## config.mk

```make
export PLATFORM = sky130hd
export DESIGN_NAME = stream_src_gen
export DESIGN_NICKNAME = d
export VERILOG_FILES = /design/src/rtl/stream_src_gen.sv
export SDC_FILE = /design/constraint.sdc
export NUM_CORES = 1
export LEC_CHECK = 0
export CAP_MARGIN = 20
export CORE_MARGIN = 4
export CORE_UTILIZATION = 60
export CTS_CLUSTER_SIZE = 14
export DETAILED_ROUTE_END_ITERATION = 12
export PLACE_DENSITY = 0.86
export REMOVE_ABC_BUFFERS = 1
export SYNTH_ARGS = -nofsm -noshare
export SYNTH_HDL_FRONTEND = slang
export SYNTH_SLANG_ARGS = --single-unit
```

## constraint.sdc

```tcl
create_clock -name fifoClk -period 16 [get_ports fifoClk]
set_clock_uncertainty 0.1 [all_clocks]
set_input_delay 3.2 -clock fifoClk [delete_from_list [all_inputs] [get_ports fifoClk]]
set_output_delay 3.2 -clock fifoClk [all_outputs]
set_load 0.1 [all_outputs]
```

## src/rtl/stream_src_gen.sv

```systemverilog
// Packet source for the FT600 endpoint buffers: fixed-length packets of
// incrementing words, with a persistent sequence counter per endpoint.
module stream_src_gen #(
    parameter int          LEN_W    = 16,
    parameter logic [31:0] SEED_INC = 32'd1
) (
    input  logic             fifoClk,
    input  logic             fifoRst,
    input  logic             start,
    input  logic [2:0]       ep_sel,
    input  logic [LEN_W-1:0] pkt_len,
    input  logic             abort,
    input  logic             clr_seq,
    input  logic             tx_ready,
    output logic             tx_valid,
    output logic [31:0]      tx_data,
    output logic [3:0]       tx_be,
    output logic             tx_last,
    output logic [2:0]       tx_ep_num,
    output logic             busy,
    output logic             done,
    output logic             aborted,
    output logic             err
);
    typedef enum logic [1:0] {IDLE, LOAD, SEND, FIN} state_t;

    state_t           state;
    logic [2:0]       ep;
    logic [LEN_W-1:0] len;
    logic [LEN_W:0]   words_left;
    logic [3:0]       last_be;
    logic             abort_q;
    logic [3:0][31:0] seq;

    logic [1:0]       idx;
    logic [LEN_W:0]   words_calc;
    logic [3:0]       be_calc;
    logic [31:0]      next_word;
    logic             hs;
    logic             start_ok;

    // endpoints 1..4 map onto counter slots 0..3 (3'b100 wraps to 2'b11)
    assign idx        = ep[1:0] - 2'd1;
    assign words_calc = ({1'b0, len} + (LEN_W+1)'(3)) >> 2;
    assign next_word  = tx_data + SEED_INC;
    assign hs         = tx_valid & tx_ready;
    assign start_ok   = (pkt_len != '0) && (ep_sel >= 3'd1) && (ep_sel <= 3'd4);

    always_comb begin
        be_calc = 4'b1111;
        case (len[1:0])
            2'b01:   be_calc = 4'b0001;
            2'b10:   be_calc = 4'b0011;
            2'b11:   be_calc = 4'b0111;
            default: be_calc = 4'b1111;
        endcase
    end

    always_ff @(posedge fifoClk or posedge fifoRst) begin
        if (fifoRst) begin
            state      <= IDLE;
            ep         <= '0;
            len        <= '0;
            words_left <= '0;
            last_be    <= '0;
            abort_q    <= 1'b0;
            seq        <= '0;
            tx_valid   <= 1'b0;
            tx_data    <= '0;
            tx_be      <= '0;
            tx_last    <= 1'b0;
            tx_ep_num  <= '0;
            busy       <= 1'b0;
            done       <= 1'b0;
            aborted    <= 1'b0;
            err        <= 1'b0;
        end else begin
            err <= 1'b0;
            case (state)
                IDLE: begin
                    // clear lands before LOAD reads the counter, so a
                    // simultaneous start begins at zero
                    if (clr_seq) seq <= '0;
                    if (start) begin
                        if (start_ok) begin
                            ep    <= ep_sel;
                            len   <= pkt_len;
                            busy  <= 1'b1;
                            state <= LOAD;
                        end else begin
                            err <= 1'b1;
                        end
                    end
                end
                LOAD: begin
                    words_left <= words_calc;
                    last_be    <= be_calc;
                    abort_q    <= 1'b0;
                    tx_valid   <= 1'b1;
                    tx_data    <= seq[idx];
                    tx_ep_num  <= ep;
                    tx_last    <= (words_calc == (LEN_W+1)'(1));
                    tx_be      <= (words_calc == (LEN_W+1)'(1)) ? be_calc : 4'b1111;
                    state      <= SEND;
                end
                SEND: begin
                    if (hs) begin
                        seq[idx]   <= next_word;
                        words_left <= words_left - (LEN_W+1)'(1);
                        if (tx_last || abort || abort_q) begin
                            tx_valid <= 1'b0;
                            tx_last  <= 1'b0;
                            tx_be    <= '0;
                            busy     <= 1'b0;
                            done     <= 1'b1;
                            aborted  <= ~tx_last;
                            state    <= FIN;
                        end else begin
                            tx_data <= next_word;
                            tx_last <= (words_left == (LEN_W+1)'(2));
                            tx_be   <= (words_left == (LEN_W+1)'(2)) ? last_be : 4'b1111;
                        end
                    end else if (abort) begin
                        abort_q <= 1'b1;
                    end
                end
                FIN: begin
                    done    <= 1'b0;
                    aborted <= 1'b0;
                    state   <= IDLE;
                end
                default: state <= IDLE;
            endcase
        end
    end
endmodule

```

; ---- Word-level counts from Yosys, hierarchy flattened
; Cells that the tools add are included.
[totals]
reg_bits = 216
in_bits = 25
output_inout_bits = 45
elab_cells = 109
[classes]
add_sub_neg = 4
n_lt_le_gt_ge = 4
eq_ne = 16
muxes = 45
bitwise = 2
n_reduce_logical = 19
[op_table]
columns = op, n
row1 = 2-to-1 mux 128 bit, 2
row2 = one-hot mux 128 bit (2 select lines), 1
row3 = bitwise mux 128 bit, 1
row4 = 2-to-1 mux 32 bit, 4
row5 = binary-select mux 32 bit (select 2 bit), 1
row6 = demux 32 bit (select 2 bit), 1
row7 = one-hot mux 32 bit (2 select lines), 1
row8 = one-hot mux 17 bit (2 select lines), 1
row9 = "adder 32 x 1 -> 32 bit, second input constant", 1
row10 = AND reduction 3 bit, 6
row11 = "adder 16 x 2 -> 17 bit, second input constant", 1
row12 = "equality test 17 x 2 -> 1 bit, second input constant", 1
row13 = 2-to-1 mux 17 bit, 1
row14 = "subtractor 17 x 1 -> 17 bit, second input constant", 1
row15 = 2-to-1 mux 4 bit, 4
row16 = "!= test 2 bit, second input constant", 8
row17 = nonzero test 16 bit, 1
row18 = "equality test 15 x 1 -> 1 bit, second input constant", 1
row19 = 2-to-1 mux 1 bit, 15
row20 = one-hot mux 1 bit (2 select lines), 6
row21 = one-hot mux 4 bit (3 select lines), 1
row22 = "equality test 2 bit, second input constant", 4
row23 = 2-to-1 mux 2 bit, 4
row24 = one-hot mux 2 bit (4 select lines), 1
row25 = other kinds (16), 22

; ---- Longest topological paths before layout
[logic_depth]
depth_word = 8
mapped_depth = 9
depth_no_buf = 7

; ---- Worst setup path after synthesis
; OpenSTA, ideal clock, no wires.
[synth_timing]
path_type = input port to flip-flop
start = input port tx_ready
end = register tx_data[16]
setup_time_ns = 0.128
arrival_time_ns = 4.487
t_required_ns = 15.772
setup_slack_ns = 11.285
path_stages = 6
path_buffers = 2
path_cell_list = and2_1 clkbuf_1 a31oi_1 clkbuf_1 a21oi_1 o2bb2a_1
[synth_via]
elab_chain_cells = 3
[synth_rtl]
columns = item, line
row1 = "start, declared", 14  ; input logic tx_ready,
row2 = bitwise AND 1 bit, 46  ; assign hs = tx_valid & tx_ready;
row3 = != test 2 bit (no line), -
row4 = AND reduction 3 bit (no line), -
row5 = "end signal, assigned", 100  ; tx_data <= seq[idx];
row6 = "end signal, assigned", 119  ; tx_data <= next_word;
row7 = "end, declared", 16  ; output logic [31:0] tx_data,
; Every way passes these cells.
; A chain may end at the register's enable or synchronous reset.

; ---- Worst setup path after layout
[layout_timing]
start = register tx_data[23]
end = output port tx_data[23]
; No word-level cell between the ends.

==> run metrics <==
cts hold-fix bufs=0; fin util=0.711; final net count=roughly 1200; RePlAce Congestion=around 0.92; Top Family by Delay on Critical Path=buffers and inverters; DRC=0; share of the synthesized area in the top cell type=0.481; min cycle time layout=approximately 5.6 ns; sw power=1.56 mW; Die H=145 µm; relative slew slack=0.318; vias in the first global route=a little over 9000; design area=12900 µm²; clock latency at the later pin of the worst-skew pair=0.52 ns; Syn Inst Count=about 1100; grt ovf=0; dpl hpwl=17800 µm; Sink Count=~220; Max FO, Critical Path=10; # H-tree levels=1; Crit path required time=12.70 ns; Int Pwr=1.70 mW; Gate power share=0.499; initial antenna violation count=0; fillers=around 1300; Post-Syn Area=11200 µm²; DRT Pass-1 Iters=6; Synth area leaders=dfrtp_1 48%, nand3_1 7.0%, o21ai_0 6.6%, mux4_2 6.4%, mux2_2 2.5%; Critical Path, Cell by Cell=clkdlybuf4s50_1; CTS Root Cell=clkbuf_16; Total GRT Usage=0.284; Setup Buffers After CTS=0; share of cells above drive strength 1=0.122; CORE AREA=between 15000 and 20000 µm²; Yosys cell types=between 60 and 70; Gates resized, CTS repair=0; DP Area=roughly 12000 µm²; Starting Density=0.617; DIE AREA=approximately 21000 µm²; number of cell rows=~50; I/O Buffers=69; Worst setup EP type=output port; largest net degree at the start of global routing=approximately 130; WL/cell=between 20 and 25 µm; clock power share=0.183; worst hold-check path type=flop to flop; Tcrit/Tclk final=0.349; Worst path slowest cell=clkdlybuf4s50_1; fin worst setup slack=10.42 ns; CTS tree=done; Syn Area/Cell=a little under 10 µm²; Final setup viols=0; Buf/Inv on CP=1; antenna-violating nets left=0; dominant cell type by area after synthesis=dfrtp_1; global-route wire length before repair=47900 µm; DP Worst Slack=roughly 10 ns; Pwr Total=3.26 mW; Worst-path clk slew=around 0.060 ns; vias=around 9500; Peak Freq=0.179 GHz; Max Cap Viol=0; Crit path largest cell delay=approximately 1.2 ns; Seq/Total Area, Yosys=0.481; Seq cells post-synth=216; Reg2Reg Setup Slack=12.83 ns; sw frac=0.479; EDFF count, synth=0; Slew Viols, Final=0; final hold violations=0; critical path arrival=around 2.3 ns; sequential share of power=0.318; antenna fix cells=0; clk buf depth=3; Ys Warns=0; RSZ-0062 raised after global routing=false; Post-synth ARST share=1.00; Initial DRC Count=about 1000; area growth from synthesis to layout=15.3%; crit start category=flop; slew of the pin with the lowest slew margin=between 1 and 1.5 ns; Pwr Density=252 nW/µm²; Setup CP Type=flop to output port; final WL=29600 µm; vias per cell=6.79; Peak VDD IR=between 0.2 and 0.25 mV; P_leak=approximately 5.2 nW; IO Count=70; status=complete, no violations; total CTS buffers=24; Die W=145 µm; setup TNS=0 ns; top_reg_cell synth=dfrtp_1
power by group through the flow:
stage                     logic [mW]  clock network [mW]  registers [mW]
after floorplan                0.807                   0            1.37
after global placement          1.55                   0            1.01
after detailed placement        1.59                   0            1.03
after CTS                       1.61               0.603            1.03
after global routing            1.74               0.628            1.07
final                           1.63               0.599            1.04
final timing paths:
kind,start,end,cells past startpoint
max in group asynchronous,fifoRst,seq[112]$_DFFE_PP0P_,4
worst min register to register,last_be[0]$_DFFE_PP0N_,last_be[0]$_DFFE_PP0N_,1
min in group asynchronous,fifoRst,tx_data[2]$_DFFE_PP0P_,2
worst max register to register,ep[0]$_DFFE_PP0P_,tx_data[31]$_DFFE_PP0P_,8
worst min-delay path,last_be[0]$_DFFE_PP0N_,last_be[0]$_DFFE_PP0N_,1
worst max-delay path,tx_data[23]$_DFFE_PP0P_,tx_data[23],1
layout by cell type (no fill, tap or decap), drive strengths merged, types with 6 or more instances in the layout:
cell type,instances
inv,23
o311ai,6
o21ai,156
mux2i,10
mux4,32
clkbuf,35
nor4,25
o2bb2a,6
xnor2,26
buf,15
xor2,17
nor2,49
mux2,25
nor3,17
nand2,69
or3,9
and3,6
a21oi,56
dfrtp,216
or4,11
ha,14
nand4,16
nand3,158
clkdlybuf4s50,69
a31oi,15
o22ai,20
through the flow:
stage	hold slack, ns	cells
2_1_floorplan	0.337	1046
3_3_place_gp	0.358	1356
3_5_place_dp	0.367	1356
4_1_cts	0.389	1399
5_1_grt	0.408	1402
6_report	0.385	1402
synth_stat cells, types with 4 or more instances:
| cell type | number |
|---|---|
| mux4_2 | 32 |
| xnor2_1 | 26 |
| or2_2 | 4 |
| o22ai_1 | 20 |
| nand4_1 | 15 |
| nor3_1 | 16 |
| nand2_1 | 69 |
| nor2_1 | 49 |
| a31oi_1 | 15 |
| a21oi_1 | 56 |
| xor2_1 | 17 |
| o2bb2a_1 | 6 |
| or4_1 | 7 |
| nand3b_1 | 5 |
| nand3_1 | 158 |
| o21ai_0 | 148 |
| nor4_1 | 20 |
| or3_1 | 7 |
| inv_1 | 23 |
| buf_2 | 8 |
| and3_1 | 6 |
| a2bb2oi_1 | 4 |
| buf_1 | 4 |
| o31a_1 | 4 |
| clkbuf_1 | 74 |
| dfrtp_1 | 216 |
| ha_1 | 14 |
| o311ai_0 | 6 |
| mux2i_1 | 10 |
| mux2_2 | 25 |
| o21ai_1 | 8 |
state kept, by name, summed over array words and instances (netlist names), 2 cells and up:
register	flops
ep	3
last_be	4
len	16
seq	128
state	2
tx_be	4
tx_data	32
tx_ep_num	3
words_left	17
metal layers:
metal	global-route usage	wire, µm
met3	0.0473	2460
met5	0	0
met2	0.456	14400
met4	0.0947	713
met1	0.399	12100
logic make-up after synthesis:
| family | synth area share |
|---|---|
| AOI/OAI and AO/OA | 0.153 |
| xor gates and xnor gates | 0.0335 |
| adders and majority gates | 0.0156 |
| buffers and inverters | 0.0378 |
| DFF | 0.481 |
| muxes | 0.0982 |
| and+or+nand+nor | 0.181 |
final cells by class:
| class | instances | area, µm² | area share |
|---|---|---|---|
| multi-input cells | 807 | 5450 | 0.421 |
| flip-flops and latches | 216 | 5410 | 0.418 |
| repair buffers | 84 | 843 | 0.0651 |
| clock buffers | 35 | 723 | 0.0559 |
| well taps | 229 | 287 | 0.0221 |
| clock inverters | 8 | 143 | 0.0110 |
| inverters | 23 | 93.8 | 0.00725 |
No activity file was read; power rests on OpenSTA's default activity.
